--- src/rtl/lc3_pkg.sv ---
// Shared encodings for the LC-3 fetch/AGU slice: sequencer states, datapath
// mux selects and IR immediate-field widths.
package lc3_pkg;

  typedef enum logic [1:0] {
    ST_IDLE = 2'd0,
    ST_REQ  = 2'd1,
    ST_WAIT = 2'd2
  } fetch_state_e;

  localparam logic [1:0] PCMUX_INC  = 2'd0;
  localparam logic [1:0] PCMUX_EXT  = 2'd1;
  localparam logic [1:0] PCMUX_SUM  = 2'd2;
  localparam logic [1:0] PCMUX_HOLD = 2'd3;

  localparam logic       ADDR1_PC   = 1'b0;
  localparam logic       ADDR1_BASE = 1'b1;

  localparam logic [1:0] ADDR2_ZERO    = 2'd0;
  localparam logic [1:0] ADDR2_OFF6    = 2'd1;
  localparam logic [1:0] ADDR2_PCOFF9  = 2'd2;
  localparam logic [1:0] ADDR2_PCOFF11 = 2'd3;

  localparam logic       MARMUX_TRAP = 1'b0;
  localparam logic       MARMUX_SUM  = 1'b1;

  // IR immediate fields all start at bit 0; only their widths differ.
  localparam int unsigned OFF6_W      = 6;
  localparam int unsigned PCOFF9_W    = 9;
  localparam int unsigned PCOFF11_W   = 11;
  localparam int unsigned TRAPVECT8_W = 8;

endpackage

--- src/rtl/lc3_agu_comb.sv ---
// Combinational effective-address unit: ADDR1/ADDR2 muxes, IR-field sign
// extension, modulo-2^ADDR_W adder and MARMUX.
module lc3_agu_comb
  import lc3_pkg::*;
#(
  parameter int unsigned ADDR_W = 16,
  parameter int unsigned DATA_W = 16
) (
  input  logic [ADDR_W-1:0] i_pc,
  input  logic [ADDR_W-1:0] i_base,
  input  logic [DATA_W-1:0] i_ir,
  input  logic              i_addr1_sel,
  input  logic [1:0]        i_addr2_sel,
  input  logic              i_marmux_sel,
  output logic [ADDR_W-1:0] o_sum,
  output logic [ADDR_W-1:0] o_marmux
);

  logic [ADDR_W-1:0] w_addr1;
  logic [ADDR_W-1:0] w_addr2;
  logic [ADDR_W-1:0] w_sum;

  always_comb begin
    w_addr1 = (i_addr1_sel == ADDR1_BASE) ? i_base : i_pc;
    w_addr2 = '0;
    case (i_addr2_sel)
      ADDR2_OFF6:
        w_addr2 = {{(ADDR_W-OFF6_W){i_ir[OFF6_W-1]}}, i_ir[OFF6_W-1:0]};
      ADDR2_PCOFF9:
        w_addr2 = {{(ADDR_W-PCOFF9_W){i_ir[PCOFF9_W-1]}}, i_ir[PCOFF9_W-1:0]};
      ADDR2_PCOFF11:
        w_addr2 = {{(ADDR_W-PCOFF11_W){i_ir[PCOFF11_W-1]}}, i_ir[PCOFF11_W-1:0]};
      default:
        w_addr2 = '0;
    endcase
  end

  assign w_sum    = w_addr1 + w_addr2;
  assign o_sum    = w_sum;
  assign o_marmux = (i_marmux_sel == MARMUX_SUM) ? w_sum
                  : {{(ADDR_W-TRAPVECT8_W){1'b0}}, i_ir[TRAPVECT8_W-1:0]};

endmodule

--- src/rtl/lc3_fetch_agu.sv ---
// LC-3 PC/IR/MAR datapath slice with autonomous instruction-fetch sequencer.
// Optional fetch watchdog enabled by defining FETCH_TIMEOUT_EN.
module lc3_fetch_agu
  import lc3_pkg::*;
#(
  parameter int unsigned ADDR_W      = 16,
  parameter int unsigned DATA_W      = 16,
  parameter logic [31:0] RESET_PC    = 32'h0000_3000,
  parameter int unsigned TIMEOUT_CYC = 255
) (
  input  logic              clk,
  input  logic              rst_n,
  input  logic              fetch_start,
  output logic              fetch_busy,
  output logic              ir_valid,
  output logic [DATA_W-1:0] ir_out,
  output logic              mem_req_valid,
  input  logic              mem_req_ready,
  output logic [ADDR_W-1:0] mem_req_addr,
  input  logic              mem_rsp_valid,
  input  logic [DATA_W-1:0] mem_rsp_data,
  input  logic              ld_pc,
  input  logic [1:0]        pcmux_sel,
  input  logic [ADDR_W-1:0] pc_ext_in,
  input  logic              addr1_sel,
  input  logic [ADDR_W-1:0] base_in,
  input  logic [1:0]        addr2_sel,
  input  logic              marmux_sel,
  input  logic              ld_mar,
  output logic [ADDR_W-1:0] pc_out,
  output logic [ADDR_W-1:0] mar_out,
  output logic [ADDR_W-1:0] ea_out,
  output logic              fetch_err
);

  fetch_state_e      r_state;
  fetch_state_e      w_state_nxt;
  logic [ADDR_W-1:0] r_pc;
  logic [ADDR_W-1:0] r_mar;
  logic [DATA_W-1:0] r_ir;
  logic              r_ir_valid;
  logic [ADDR_W-1:0] w_sum;
  logic [ADDR_W-1:0] w_marmux;
  logic [ADDR_W-1:0] w_pc_inc;
  logic [ADDR_W-1:0] w_pcmux;
  logic              w_rsp_fire;
  logic              w_timeout;

  lc3_agu_comb #(
    .ADDR_W (ADDR_W),
    .DATA_W (DATA_W)
  ) u_agu (
    .i_pc         (r_pc),
    .i_base       (base_in),
    .i_ir         (r_ir),
    .i_addr1_sel  (addr1_sel),
    .i_addr2_sel  (addr2_sel),
    .i_marmux_sel (marmux_sel),
    .o_sum        (w_sum),
    .o_marmux     (w_marmux)
  );

  assign w_pc_inc = r_pc + ADDR_W'(1);

  always_comb begin
    w_pcmux = r_pc;
    case (pcmux_sel)
      PCMUX_INC:  w_pcmux = w_pc_inc;
      PCMUX_EXT:  w_pcmux = pc_ext_in;
      PCMUX_SUM:  w_pcmux = w_sum;
      PCMUX_HOLD: w_pcmux = r_pc;
      default:    w_pcmux = r_pc;
    endcase
  end

  always_comb begin
    w_state_nxt = r_state;
    w_rsp_fire  = 1'b0;
    case (r_state)
      ST_IDLE: if (fetch_start) w_state_nxt = ST_REQ;
      ST_REQ:  if (mem_req_ready) w_state_nxt = ST_WAIT;
      ST_WAIT: begin
        if (mem_rsp_valid) begin
          w_state_nxt = ST_IDLE;
          w_rsp_fire  = 1'b1;
        end
      end
      default: w_state_nxt = ST_IDLE;
    endcase
    if (w_timeout) w_state_nxt = ST_IDLE;
  end

`ifdef FETCH_TIMEOUT_EN
  localparam int unsigned WD_W = $clog2(TIMEOUT_CYC + 1);

  logic [WD_W-1:0] r_wdog;
  logic            r_fetch_err;

  // A response arriving on the limit cycle still completes the fetch.
  assign w_timeout = (r_state != ST_IDLE) && !w_rsp_fire &&
                     (r_wdog == WD_W'(TIMEOUT_CYC - 1));

  always_ff @(posedge clk or negedge rst_n) begin
    if (!rst_n) begin
      r_wdog      <= '0;
      r_fetch_err <= 1'b0;
    end else begin
      r_fetch_err <= w_timeout;
      if (r_state == ST_IDLE) r_wdog <= '0;
      else                    r_wdog <= r_wdog + WD_W'(1);
    end
  end

  assign fetch_err = r_fetch_err;
`else
  assign w_timeout = 1'b0;
  assign fetch_err = 1'b0;
`endif

  always_ff @(posedge clk or negedge rst_n) begin
    if (!rst_n) begin
      r_state    <= ST_IDLE;
      r_pc       <= RESET_PC[ADDR_W-1:0];
      r_mar      <= '0;
      r_ir       <= '0;
      r_ir_valid <= 1'b0;
    end else begin
      r_state    <= w_state_nxt;
      r_ir_valid <= w_rsp_fire;
      if (w_rsp_fire) r_ir <= mem_rsp_data;
      // Fetch start takes priority over control-unit loads; loads only in IDLE.
      if (r_state == ST_IDLE) begin
        if (fetch_start) begin
          r_mar <= r_pc;
          r_pc  <= w_pc_inc;
        end else begin
          if (ld_pc)  r_pc  <= w_pcmux;
          if (ld_mar) r_mar <= w_marmux;
        end
      end
      if (w_timeout) r_pc <= r_mar;
    end
  end

  assign fetch_busy    = (r_state != ST_IDLE);
  assign mem_req_valid = (r_state == ST_REQ);
  assign mem_req_addr  = r_mar;
  assign ir_valid      = r_ir_valid;
  assign ir_out        = r_ir;
  assign pc_out        = r_pc;
  assign mar_out       = r_mar;
  assign ea_out        = w_marmux;

endmodule
--- config.mk ---
export PLATFORM = sky130hd
export DESIGN_NAME = lc3_fetch_agu
export DESIGN_NICKNAME = d
export VERILOG_FILES = /design/src/rtl/lc3_pkg.sv /design/src/rtl/lc3_agu_comb.sv /design/src/rtl/lc3_fetch_agu.sv
export SDC_FILE = /design/constraint.sdc
export NUM_CORES = 1
export LEC_CHECK = 0
export CORE_ASPECT_RATIO = 1.4
export CORE_MARGIN = 5
export CORE_UTILIZATION = 42
export DETAILED_ROUTE_END_ITERATION = 10
export GPL_ROUTABILITY_DRIVEN = 1
export PLACE_DENSITY = 0.89
export SLEW_MARGIN = 20
export SYNTH_ARGS = -nofsm -noshare
export SYNTH_HDL_FRONTEND = slang
export SYNTH_SLANG_ARGS = --single-unit
--- constraint.sdc ---
create_clock -name clk -period 4.1 [get_ports clk]
set_clock_uncertainty 0.15 [all_clocks]
set_input_delay 0.82 -clock clk [delete_from_list [all_inputs] [get_ports clk]]
set_output_delay 0.82 -clock clk [all_outputs]
set_load 0.02 [all_outputs]
==> summary.txt <==
Floorplanning
  – X dimension of the die: between 90 and 100 µm
  – Initial core utilization: 0.429
  – Die Span Y: roughly 130 µm
  – Top Ports: approximately 150
  – Standard cell core area: just under 10000 µm²
  – Overall die area: between 10000 and 15000 µm²
  – Placement Rows: 43

Logic synthesis
  – Cell variety after synth: between 60 and 70
  – Most used flip-flop cell after synthesis: dfrtp_1
  – Dominant combinational cell family by area after synthesis: simple AND/OR/NAND/NOR gates
  – Post-synthesis net count: between 600 and 700
  – Area fraction in and, or, nand and nor cells after synthesis: 0.230
  – Synthesized-area fraction occupied by ao, oa, aoi and oai cells: 0.224
  – Most area-consuming cells after synthesis: dfrtp_1 29%, nand2_1 7.9%, mux2_2 5.3%
  – Combined area of all synthesized cells: about 4300 µm²
  – Fraction of the yosys area taken by sequential cells: 0.301
  – Total of warnings raised by yosys: 0
  – Synthesized-area fraction occupied by adder cells: 0.0547
  – Most common cell in the synthesized netlist: nand2_1
  – Mapped Cells: 526
  – Register bit total from synthesis: 51
  – Largest area contributor in the synthesized netlist: dfrtp_1
  – Post-synthesis mux area share: 0.0918
  – Async S/R FF share, synth: 1.00
  – Top cells by instance count after synthesis: 90 x nand2_1, 49 x dfrtp_1, 48 x nor2_1
  – Post-synth EDFFs: 0
  – Mapped Avg Cell Area: 8.08 µm²
  – Top-area cell type share of the netlist area: 0.288
  – XOR/XNOR Fraction of Synth Area: 0.0206

Global routing
  – Pin count of the biggest net entering global routing: 27
  – Antenna violations before repair: 0
  – Number of global-route vias before repair: around 5300
  – First-pass GRT wire length: between 20000 and 30000 µm
  – Total Routing Usage GR: 0.269
  – Total congestion overflow: 0

Clock network
  – Total clock buffers created by CTS: 5
  – Clock Sinks: between 50 and 60
  – H-tree levels: 2
  – Clock network latency to the later pin of the worst-skew pair: about 300 ps
  – TritonCTS clock tree: done
  – CTS clock-pin slew for the worst setup and hold paths: roughly 70 ps
  – Maximum count of clock buffers along a single path: 2
  – Master cell of the clock root buffer: clkbuf_16

Pwr
  – Logic gate share of total power: 0.756
  – Leakage power summed over all cells: 0.00316 µW
  – Internal Dissipation: 3380 µW
  – Pwr/cell area: 866 nW/µm²
  – Clock share of power: 0.080
  – Total Power: 6140 µW
  – Relative contribution of sequential cells to total power: 0.163
  – Switching Fraction: 0.449
  – Max rail drop VDD: ~0.00045 V
  – Net switching power: 2760 µW

Setup path
  – Endpoint required time on the critical path: ~3100 ps
  – Crit-path max FO: 6
  – Type of element capturing the critical path: output pin
  – Number of cells traversed by the worst register-to-register path: 20
  – Cell class contributing the biggest share of worst-path delay: compound AO/OA/AOI/OAI gates
  – Library cell contributing the largest single delay on the critical path: mux2_4
  – Start point of the critical path: addr1_sel
  – Worst Path Buf+Inv: 4
  – Critical R2R Launch: ir_out[1]$_DFFE_PN0P_
  – Largest incremental delay on the critical path: around 320 ps
  – Slack of the worst reg-to-reg path: roughly 380 ps
  – Number of cells on the critical path: 12
  – Worst setup SP type: input port
  – Worst setup path end: ea_out[9]
  – Arrival time at the worst endpoint: between 3000 and 4000 ps
  – List of cells traversed by the critical path: buf_12 -> buf_12 -> mux2_4 -> ha_4 -> a21o_1 -> nand4_1 -> a21boi_2 -> buf_4 -> a41oi_1 -> xnor2_1 -> and2_1 -> buf_4
  – Startpoint-to-endpoint class of the critical path: input port to output pin
  – RR Endpoint: pc_out[14]$_DFFE_PN0P_

STA
  – Worst-case setup margin in the final layout: -45.1 ps
  – Fraction of the cycle the final worst path needs: 1.01
  – Slew of the pin with the lowest slew margin: between 700 and 800 ps
  – Total setup violations reported at the end of the flow: 6
  – RSZ-0062 raised after global routing: true
  – Final min period: between 4000 and 5000 ps
  – Rel. slew slack: 0.467
  – Highest attainable clock frequency: between 200 and 250 MHz
  – Final hold violations: 0
  – Slew Viols, Final: 0

Route
  – DRC: 0
  – Detail-routed net length per standard cell: roughly 20 µm
  – Via count: around 5200
  – Iteration-0 DRC Markers: roughly 460
  – Via/cell ratio: between 5 and 6
  – Total routed wirelength: ~17000 µm
  – Final ANT Viol Nets: 0
  – Drt first pass iters: 6

Finish
  – Diodes inserted: 0
  – Fraction of layout instances using a drive strength above 1: 0.307
  – Sequential cell area in the final layout: roughly 1300 µm²
  – Area of the multi-input gates: between 3000 and 4000 µm²
  – Nets: 836
  – Layout overhead on the synthesized area: 66.7%
  – Fill cells: slightly above 700
  – Post-Layout Cell Count: 893

Place
  – Placed instance count: 850
  – Gpl congestion: ~0.92
  – Hpwl dp: roughly 12000 µm
  – I/O Buffers: 143

Status
  – Violations in the final reports: setup timing
  – Result of the run: finished with violations

Flow run
  – Maximum capacitance violations: 0

Hold path
  – Worst hold-check path type: register to register
layer usage:
layer	part of all wire	GRT usage
met1	0.37	0.292
met2	0.51	0.478
met3	0.071	0.0540
met4	0.054	0.155
met5	0	0
per-stage QoR:
step	util	hold slack [ps]	setup slack, ps	setup TNS (ps)	instance area (µm²)
after global placement	0.634	310	-1000	-10770	6280
after detailed placement	0.634	322	-1080	-12710	6280
final	0.716	337	-45.1	-171	7090
after floorplan	-	327	15.6	0	4270
after global routing	0.716	371	-124	-647	7090
after CTS	0.699	340	-4.91	-4.91	6920
sequential cells by signal, summed over array words and instances (netlist names):
register  cells
ir_out       16
ir_valid      1
mar_out      16
pc_out       16
r_state       2
worst min path at each step:
stage                                 from                endpoint  cells past startpoint
floorplan           r_state[1]$_DFFE_PN0P_  r_state[0]$_DFFE_PN0P_                      1
global placement    ir_out[15]$_DFFE_PN0P_  ir_out[15]$_DFFE_PN0P_                      2
detailed placement  ir_out[15]$_DFFE_PN0P_  ir_out[15]$_DFFE_PN0P_                      2
CTS                 ir_out[15]$_DFFE_PN0P_  ir_out[15]$_DFFE_PN0P_                      2
global route        ir_out[14]$_DFFE_PN0P_  ir_out[14]$_DFFE_PN0P_                      2
finish              ir_out[15]$_DFFE_PN0P_  ir_out[15]$_DFFE_PN0P_                      2
timing repair:
item                                    CTS  global route
pin swaps                                34            32
gates cloned                              1             0
gates resized for setup                 137            29
endpoints found under the setup margin   15            15
buffers inserted                         27             8
hold buffers                              0             0
worst reg2reg max path, delay by kind of cell (launching register included):
kind | cells | cell delay, ps
flops | 1 | 440
buf+inv | 11 | 1440
fa+ha+maj | 1 | 430
compound gates | 5 | 730
simple gates | 3 | 440
layout by cell type, fill, tap and decap left out, types with 10 or more instances in the layout:
cell             instances
nor2b_1                 11
nand3_1                 12
o21ai_0                 15
clkdlybuf4s50_1        117
buf_4                  122
ha_4                    10
dfrtp_1                 49
mux2i_1                 10
nor2_1                  45
nand2_1                 86
a21oi_1                 30
a221oi_1                11
inv_1                   11
mux2_4                  11
mux2_2                  10
dlygate4sd2_1           10
kinds of logic (layout without fill, tap and decap cells):
kind of cell               count (synthesis)  after routing
xor gates and xnor gates                  10             10
other                                      1              1
AOI/OAI and AO/OA                        141            141
adders and majority gates                 18             18
muxes                                     34             34
buffers and inverters                     59            291
and+or+nand+nor                          212            212
DFF                                       51             51
area by class of cell:
type | count | share of cell area
Timing Repair Buffer | 267 | 0.337
Tap cell | 135 | 0.0238
Multi-Input combinational cell | 416 | 0.426
Clock inverter | 2 | 0.00547
Inverter | 16 | 0.00883
Sequential cell | 51 | 0.180
Clock buffer | 6 | 0.0182
power by group through the flow:
stage	clock [µW]	combinational [µW]	sequential (µW)
after detailed placement	0	3930	995
after floorplan	0	1810	1250
after global placement	0	3840	979
after global routing	516	4910	1030
final	494	4640	1000
after CTS	497	4350	991
Note: power is estimated with default switching activity, not from simulation.
